$ cat src/rtl/instr_prefetch_mem.sv
// rtl/instr_prefetch_mem.sv - loadable instruction store with a prefetch queue for the IF stage
module instr_prefetch_mem #(
  parameter int              DATA_W   = 16,
  parameter int              ADDR_W   = 16,
  parameter int              DEPTH    = 64,
  parameter int              QDEPTH   = 4,
  parameter logic [ADDR_W-1:0] RESET_PC = 16'h0000,
  parameter logic [DATA_W-1:0] NOP_WORD = 16'h0800
) (
  input  logic                      clk,
  input  logic                      rst,
  input  logic                      load_en,
  input  logic [ADDR_W-1:0]         load_addr,
  input  logic [DATA_W-1:0]         load_data,
  input  logic                      mem_conflict,
  input  logic                      redirect,
  input  logic [ADDR_W-1:0]         redirect_pc,
  input  logic                      deq,
  output logic                      instr_valid,
  output logic [DATA_W-1:0]         instr,
  output logic [ADDR_W-1:0]         instr_pc,
  output logic [$clog2(QDEPTH):0]   q_count
);

  localparam int MW = $clog2(DEPTH);
  localparam int QW = $clog2(QDEPTH);

  logic [DATA_W-1:0] mem [DEPTH];
  logic [DATA_W-1:0] q_data [QDEPTH];
  logic [ADDR_W-1:0] q_pc [QDEPTH];

  logic [ADDR_W-1:0] fetch_pc;
  logic [ADDR_W-1:0] rd_pc;
  logic [DATA_W-1:0] rd_data;
  logic              inflight;
  logic [QW-1:0]     wptr;
  logic [QW-1:0]     rptr;
  logic [QW:0]       count;

  logic              deq_acc;
  logic              enq;
  logic              issue;
  logic [QW+1:0]     occ;
  logic              unused_addr_bits;

  assign deq_acc = deq && (count != '0) && !redirect;
  assign enq     = inflight && !redirect;

  // Occupancy once the in-flight word lands; a new read may only issue if it will fit.
  assign occ   = {1'b0, count} + (QW+2)'(inflight) - (QW+2)'(deq_acc);
  assign issue = !rst && !redirect && !load_en && !mem_conflict && (occ < (QW+2)'(QDEPTH));

  assign unused_addr_bits = ^{load_addr[ADDR_W-1:MW]};

  always_ff @(posedge clk) begin
    if (load_en)
      mem[load_addr[MW-1:0]] <= load_data;
    if (issue)
      rd_data <= mem[fetch_pc[MW-1:0]];
    if (enq) begin
      q_data[wptr] <= rd_data;
      q_pc[wptr]   <= rd_pc;
    end
  end

  always_ff @(posedge clk or posedge rst) begin
    if (rst) begin
      fetch_pc <= RESET_PC;
      rd_pc    <= '0;
      inflight <= 1'b0;
      wptr     <= '0;
      rptr     <= '0;
      count    <= '0;
    end else if (redirect) begin
      fetch_pc <= redirect_pc;
      inflight <= 1'b0;
      wptr     <= '0;
      rptr     <= '0;
      count    <= '0;
    end else begin
      inflight <= issue;
      if (issue) begin
        fetch_pc <= fetch_pc + 1'b1;
        rd_pc    <= fetch_pc;
      end
      if (enq)
        wptr <= wptr + 1'b1;
      if (deq_acc)
        rptr <= rptr + 1'b1;
      count <= count + (QW+1)'(enq) - (QW+1)'(deq_acc);
    end
  end

  assign instr_valid = (count != '0);
  assign instr       = instr_valid ? q_data[rptr] : NOP_WORD;
  assign instr_pc    = instr_valid ? q_pc[rptr] : '0;
  assign q_count     = count;

endmodule
$ cat config.mk
export PLATFORM = sky130hd
export DESIGN_NAME = instr_prefetch_mem
export DESIGN_NICKNAME = d
export VERILOG_FILES = /design/src/rtl/instr_prefetch_mem.sv
export SDC_FILE = /design/constraint.sdc
export NUM_CORES = 1
export LEC_CHECK = 0
export CORE_ASPECT_RATIO = 0.6
export CORE_MARGIN = 1.5
export CORE_UTILIZATION = 45
export CTS_BUF_LIST = sky130_fd_sc_hd__clkbuf_4
export CTS_CLUSTER_DIAMETER = 150
export DETAILED_ROUTE_END_ITERATION = 16
export HOLD_SLACK_MARGIN = 0.1
export SETUP_SLACK_MARGIN = 0.3
export SLEW_MARGIN = 40
export SYNTH_ARGS = -nofsm -noshare
export SYNTH_HDL_FRONTEND = slang
export SYNTH_SLANG_ARGS = --single-unit
$ cat constraint.sdc
create_clock -name clk -period 11.15 [get_ports clk]
set_input_delay 3.345 -clock clk [delete_from_list [all_inputs] [get_ports clk]]
set_output_delay 3.345 -clock clk [all_outputs]
set_load 0.01 [all_outputs]
* Yosys cells after proc, flatten, opt, wreduce, memory -nomap -nowiden
Memories as Yosys holds them, arrays and structs flattened. A register that Yosys moved wholly into a read port is not among the register bits. Index checks and enable logic that the tools add are counted.
Operators by class: multiply operators 0, bitwise operators 1, shifts and indexed selects 0, eq/ne operators 0, multiplexer cells 14, add/sub/neg operators 7, div/mod/pow operators 0, order comparisons 1, reduce and logical (&&, ||, !) cells 16
Operators by type and width (count):
- $mux W16 | 4
- $add A16 B1 Y16 const B | 1
- $mux W2 | 4
- $logic_and A1 B1 Y1 | 7
- $reduce_bool A2 Y1 | 3
- $mux W1 | 5
- $add A2 B1 Y2 const B | 2
- $add A3 B1 Y4 | 1
- $logic_not A1 Y1 | 4
- $lt A4 B3 Y1 const B | 1
- $sub A4 B1 Y4 | 1
- $add A3 B1 Y3 | 1
- $mux W3 | 1
- $reduce_bool A3 Y1 | 1
- $sub A3 B1 Y3 | 1
- $reduce_and A2 Y1 | 1
- $not A1 Y1 | 1
Word-level totals: output and inout port bits 36, logic and storage cells 48, bits in latches 0, bits of input ports 54, memory bits (writable) 1152, memories 3, register bits 40, memory bits (read-only) 0
Memories:
- mem | words 64, bits a word 16, rd ports 1, clocked after Yosys merged registers in 1, write ports 1, RTL line 28 | logic [DATA_W-1:0] mem [DEPTH];
- q_data | words 4, bits a word 16, rd ports 1, clocked after Yosys merged registers in 0, write ports 1, RTL line 29 | logic [DATA_W-1:0] q_data [QDEPTH];
- q_pc | words 4, bits a word 16, rd ports 1, clocked after Yosys merged registers in 0, write ports 1, RTL line 30 | logic [ADDR_W-1:0] q_pc [QDEPTH];

* Longest topological paths before layout
depth in word-level cells 8, gate-level depth with buffers 11, gate-level depth less buffers 10

* Worst setup path after synthesis
OpenSTA, ideal clock, no wires.
kind input -> register, from input redirect, to register rd_data[0] (read register of mem) (enable), setup slack 4.585 ns, stages 8, required time 10.741 ns, data arrival time 6.156 ns, library setup time 0.409 ns, buffers on the path 3, cell sequence buf_4 -> or3_1 -> ha_1 -> a311o_1 -> o211a_2 -> buf_6 -> clkbuf_1 -> nor3_1
On the way: cells in the longest elaborated chain, start to end 5, elaborated cells on any way between the ends 8, classes of those cells add/sub (1); order compare (1); reduce/logical (6)
RTL lines:
- start: declaration | RTL line 16 | input logic redirect,
- $logic_not A1 Y1 (*) | RTL line 46, 51
- $logic_and A1 B1 Y1, on equally long branches | RTL line 46, 51
- $sub A4 B1 Y4 / $logic_and A1 B1 Y1 (equally long branches) | RTL line 50, 51
- $lt A4 B3 Y1 / $logic_and A1 B1 Y1 (equally long branches) | RTL line 51 | assign issue = !rst && !redirect && !load_en && !mem_conflict && (occ < (QW+2)'(QDEPTH));
- $logic_and A1 B1 Y1 (*) | RTL line 51
- via issue | RTL line 42 | logic issue;
- end: declaration | RTL line 34 | logic [DATA_W-1:0] rd_data;
The timed path passes the listed nets; every way through them passes the cells marked *. A chain may end at the register's enable or synchronous reset.

* Worst setup path in the final report
from register rptr[0], to output instr[11]
On the way: cells in the longest elaborated chain, start to end 2
RTL lines:
- start: declaration | RTL line 37 | logic [QW-1:0] rptr;
- start signal: assignment | RTL line 89 | rptr <= rptr + 1'b1;
- $mem_v2 Z4 W16
- $mux W16 | RTL line 95 | assign instr = instr_valid ? q_data[rptr] : NOP_WORD;
- end: declaration | RTL line 20 | output logic [DATA_W-1:0] instr,
Every way passes these cells.

==> flow_metrics.env <==
export IMPL_drc=0
export IMPL_ys_dominant_reg_cell="edfxtp_1"
export IMPL_grt_max_degree=106
export IMPL_dp_hpwl_mm=69.2
export IMPL_synth_edff_count=1168
export IMPL_crit_path_start_kind="flop"
export IMPL_ctsResizeCount=0
export IMPL_htree_num_levels=5
export IMPL_synth_seq_area_share_pct=77.2
export IMPL_max_freq_mhz=143
export IMPL_slew_headroom_pct=43.4
export IMPL_synth_avg_cell_area_sq_um=21.0
export IMPL_drt_iter0_drc=2858
export IMPL_tritoncts="built"
export IMPL_clk_transition_reported_paths_ps=70
export IMPL_ir_worst_vdd_v=0.000144
export IMPL_layout_common_cells="edfxtp_1, clkbuf_4, mux4_2"
export IMPL_drt_vias_per_instance=5.77
export IMPL_routed_wl_mm=115
export IMPL_grt_util_all_layers_pct=22.1
export IMPL_area_delta_synth_final_pct=13.6
export IMPL_clk_latency_ps=1190
export IMPL_grt_pass1_wl_mm=165
export IMPL_synthTopCellsByArea="edfxtp_1, mux4_2, dfrtp_1"
export IMPL_tightest_slew_ps=840
export IMPL_maxCapViolCount=0
export IMPL_crit_path_max_fanout=28
export IMPL_antenna_found_initial=12
export IMPL_power_leakage_nw=17.3
export IMPL_syn_area_sq_um=46800
export IMPL_crit_arrival_ps=3670
export IMPL_highest_layer="met5"
export IMPL_cp_end_kind="output port"
export IMPL_finalSetupViolCount=0
export IMPL_fin_nets=2652
export IMPL_async_flop_share_pct=3.31
export IMPL_hold_violations=0
export IMPL_required_ps=7810
export IMPL_rsz0062_at_grt="false"
export IMPL_hold_buffers=0
export IMPL_chipWidth_microns=419
export IMPL_die_area_sq_um=106000
export IMPL_hp_class="flop to flop"
export IMPL_slew_viol_final=0
export IMPL_ys_seq_elements=1208
export IMPL_num_rows=91
export IMPL_port_buffers=79
export IMPL_yosysWarnings=0
export IMPL_fin_setup_tns_ps=0
export IMPL_met1_length_mm=53.0
export IMPL_gp_congestion=0.840
export IMPL_grt_overflow=0
export IMPL_cts_inserted_buffers=289
export IMPL_synthCells=2228
export IMPL_die_height_microns=253
export IMPL_dr_wl_met3_mm=12.6
export IMPL_wl_per_cell_microns=27.6
export IMPL_vias=24113
export IMPL_start_util_pct=45.5
export IMPL_design_area_sq_um=53100
export IMPL_drt_antenna_violating_nets=0
export IMPL_final_common_cell="edfxtp_1"
export IMPL_fin_skew_ps=36.9
export IMPL_fin_crit_ps=7010
export IMPL_ioPinCount=90
export IMPL_clockBufferDepth=4
export IMPL_pwr_density_cell_nw_per_um2=188
export IMPL_core_area_sq_um=103000
export IMPL_wl_met2_mm=47.8
export IMPL_grt_pass1_vias=23917
export IMPL_synth_top_area_cell="edfxtp_1"
export IMPL_status="finished, final reports clean"
export IMPL_fin_crit_sh_pct=62.9
export IMPL_fillers=8194
export IMPL_criticalPathCategory="flop to output port"
export IMPL_synth_nets=2291
export IMPL_dpl_cell_area_sq_um=49600
export IMPL_drive_gt1_share_pct=32.2
export IMPL_synth_top_area_share_pct=75.0
export IMPL_post_cts_buffers=0
export IMPL_ys_types=45
export IMPL_root_buffer="clkbuf_4"
export IMPL_cts_sinks=1208
export IMPL_drtPass1Iterations=5
-- layer usage --
layer,vias up,track usage [%]
met5,-,0
met4,2,6.71
met3,149,6.63
met2,1166,28.9
met1,12633,35.2
li1,10163,-
-- sequential cells by signal (all words and copies together) (netlist names) --
register and flops:
inflight 1, q_count 3, rptr 2, q_data 64
rd_pc 16, wptr 2, q_pc 64, fetch_pc 16
mem 1024, rd_data 16
-- cells by family (layout without fill, tap and decap cells) --
logic type / Yosys count / in the layout / synth area share, %
buf+inv: 135 / 687 / 1.28
xor+xnor: 6 / 6 / 0.112
simple gates: 308 / 308 / 3.20
mux: 376 / 376 / 15.3
compound gates: 186 / 186 / 2.69
fa+ha+maj: 9 / 9 / 0.257
other cells: 0 / 7 / 0
flops: 1208 / 1208 / 77.2
-- cell usage after synthesis, drive strengths merged, types with 5 or more instances --
library cell	count
buf	63
mux4	268
o311ai	10
and2	40
or3	9
nor2b	12
nand3	51
nand2	61
a221oi	5
a31oi	16
nor3	8
inv	11
o31ai	8
mux2i	76
ha	8
dfrtp	40
a22oi	68
a22o	10
edfxtp	1168
nand2b	6
mux2	32
nor2	97
o21ai	60
or4	8
clkbuf	60
-- area by class of cell --
| cell class | instances | area (sq um) | area share (%) |
|---|---|---|---|
| Antenna cell | 7 | 17.5 | 0.0330 |
| Inverter | 12 | 47.5 | 0.0895 |
| Multi-Input combinational cell | 885 | 10100 | 19.1 |
| Sequential cell | 1208 | 36100 | 67.9 |
| Clock buffer | 432 | 3240 | 6.10 |
| Clock inverter | 50 | 216 | 0.407 |
| Timing Repair Buffer | 193 | 1620 | 3.05 |
| Tap cell | 1395 | 1750 | 3.29 |
-- metrics by stage --
| step | std cells | utilization [%] | setup WS [ps] | total power (W) | hold slack [ps] |
|---|---|---|---|---|---|
| global route | 4178 | 51.7 | 3930 | 0.0104 | 518 |
| detailed placement | 3692 | 48.3 | 4410 | 0.00658 | 490 |
| finish | 4182 | 51.7 | 4140 | 0.00996 | 487 |
| CTS | 4174 | 51.6 | 3960 | 0.0101 | 493 |
| global placement | 3691 | 48.2 | 4370 | 0.00655 | 469 |
| floorplan | 2228 | - | 4580 | 0.00603 | 459 |
-- where the power goes --
part / internal, W / switching, W / leakage, nW
logic: 0.000553 / 0.000739 / 4.26
clock network: 0.00178 / 0.00170 / 2.10
registers: 0.00509 / 0.0000937 / 11.0
-- critical path, cell delays in order, from the launching register on --
cell and delay, ps:
dfrtp_2 500, buf_4 540, mux4_2 590, or2_2 300
clkdlybuf4s50_1 500
-- final timing paths --
path	from	endpoint	slack, ps	cells after the start
worst max-delay path	rptr[0]	instr[11]	4140	4
worst min-delay path	rd_data[14]	q_data[1][14]	490	0
worst max register to register	fetch_pc[2]	rd_data[7]	6810	7
worst min register to register	rd_data[14]	q_data[1][14]	490	0
max in group asynchronous	rst	fetch_pc[2]	8020	3
min in group asynchronous	rst	rd_pc[5]	2690	3
No activity file was read; power rests on OpenSTA's default activity.
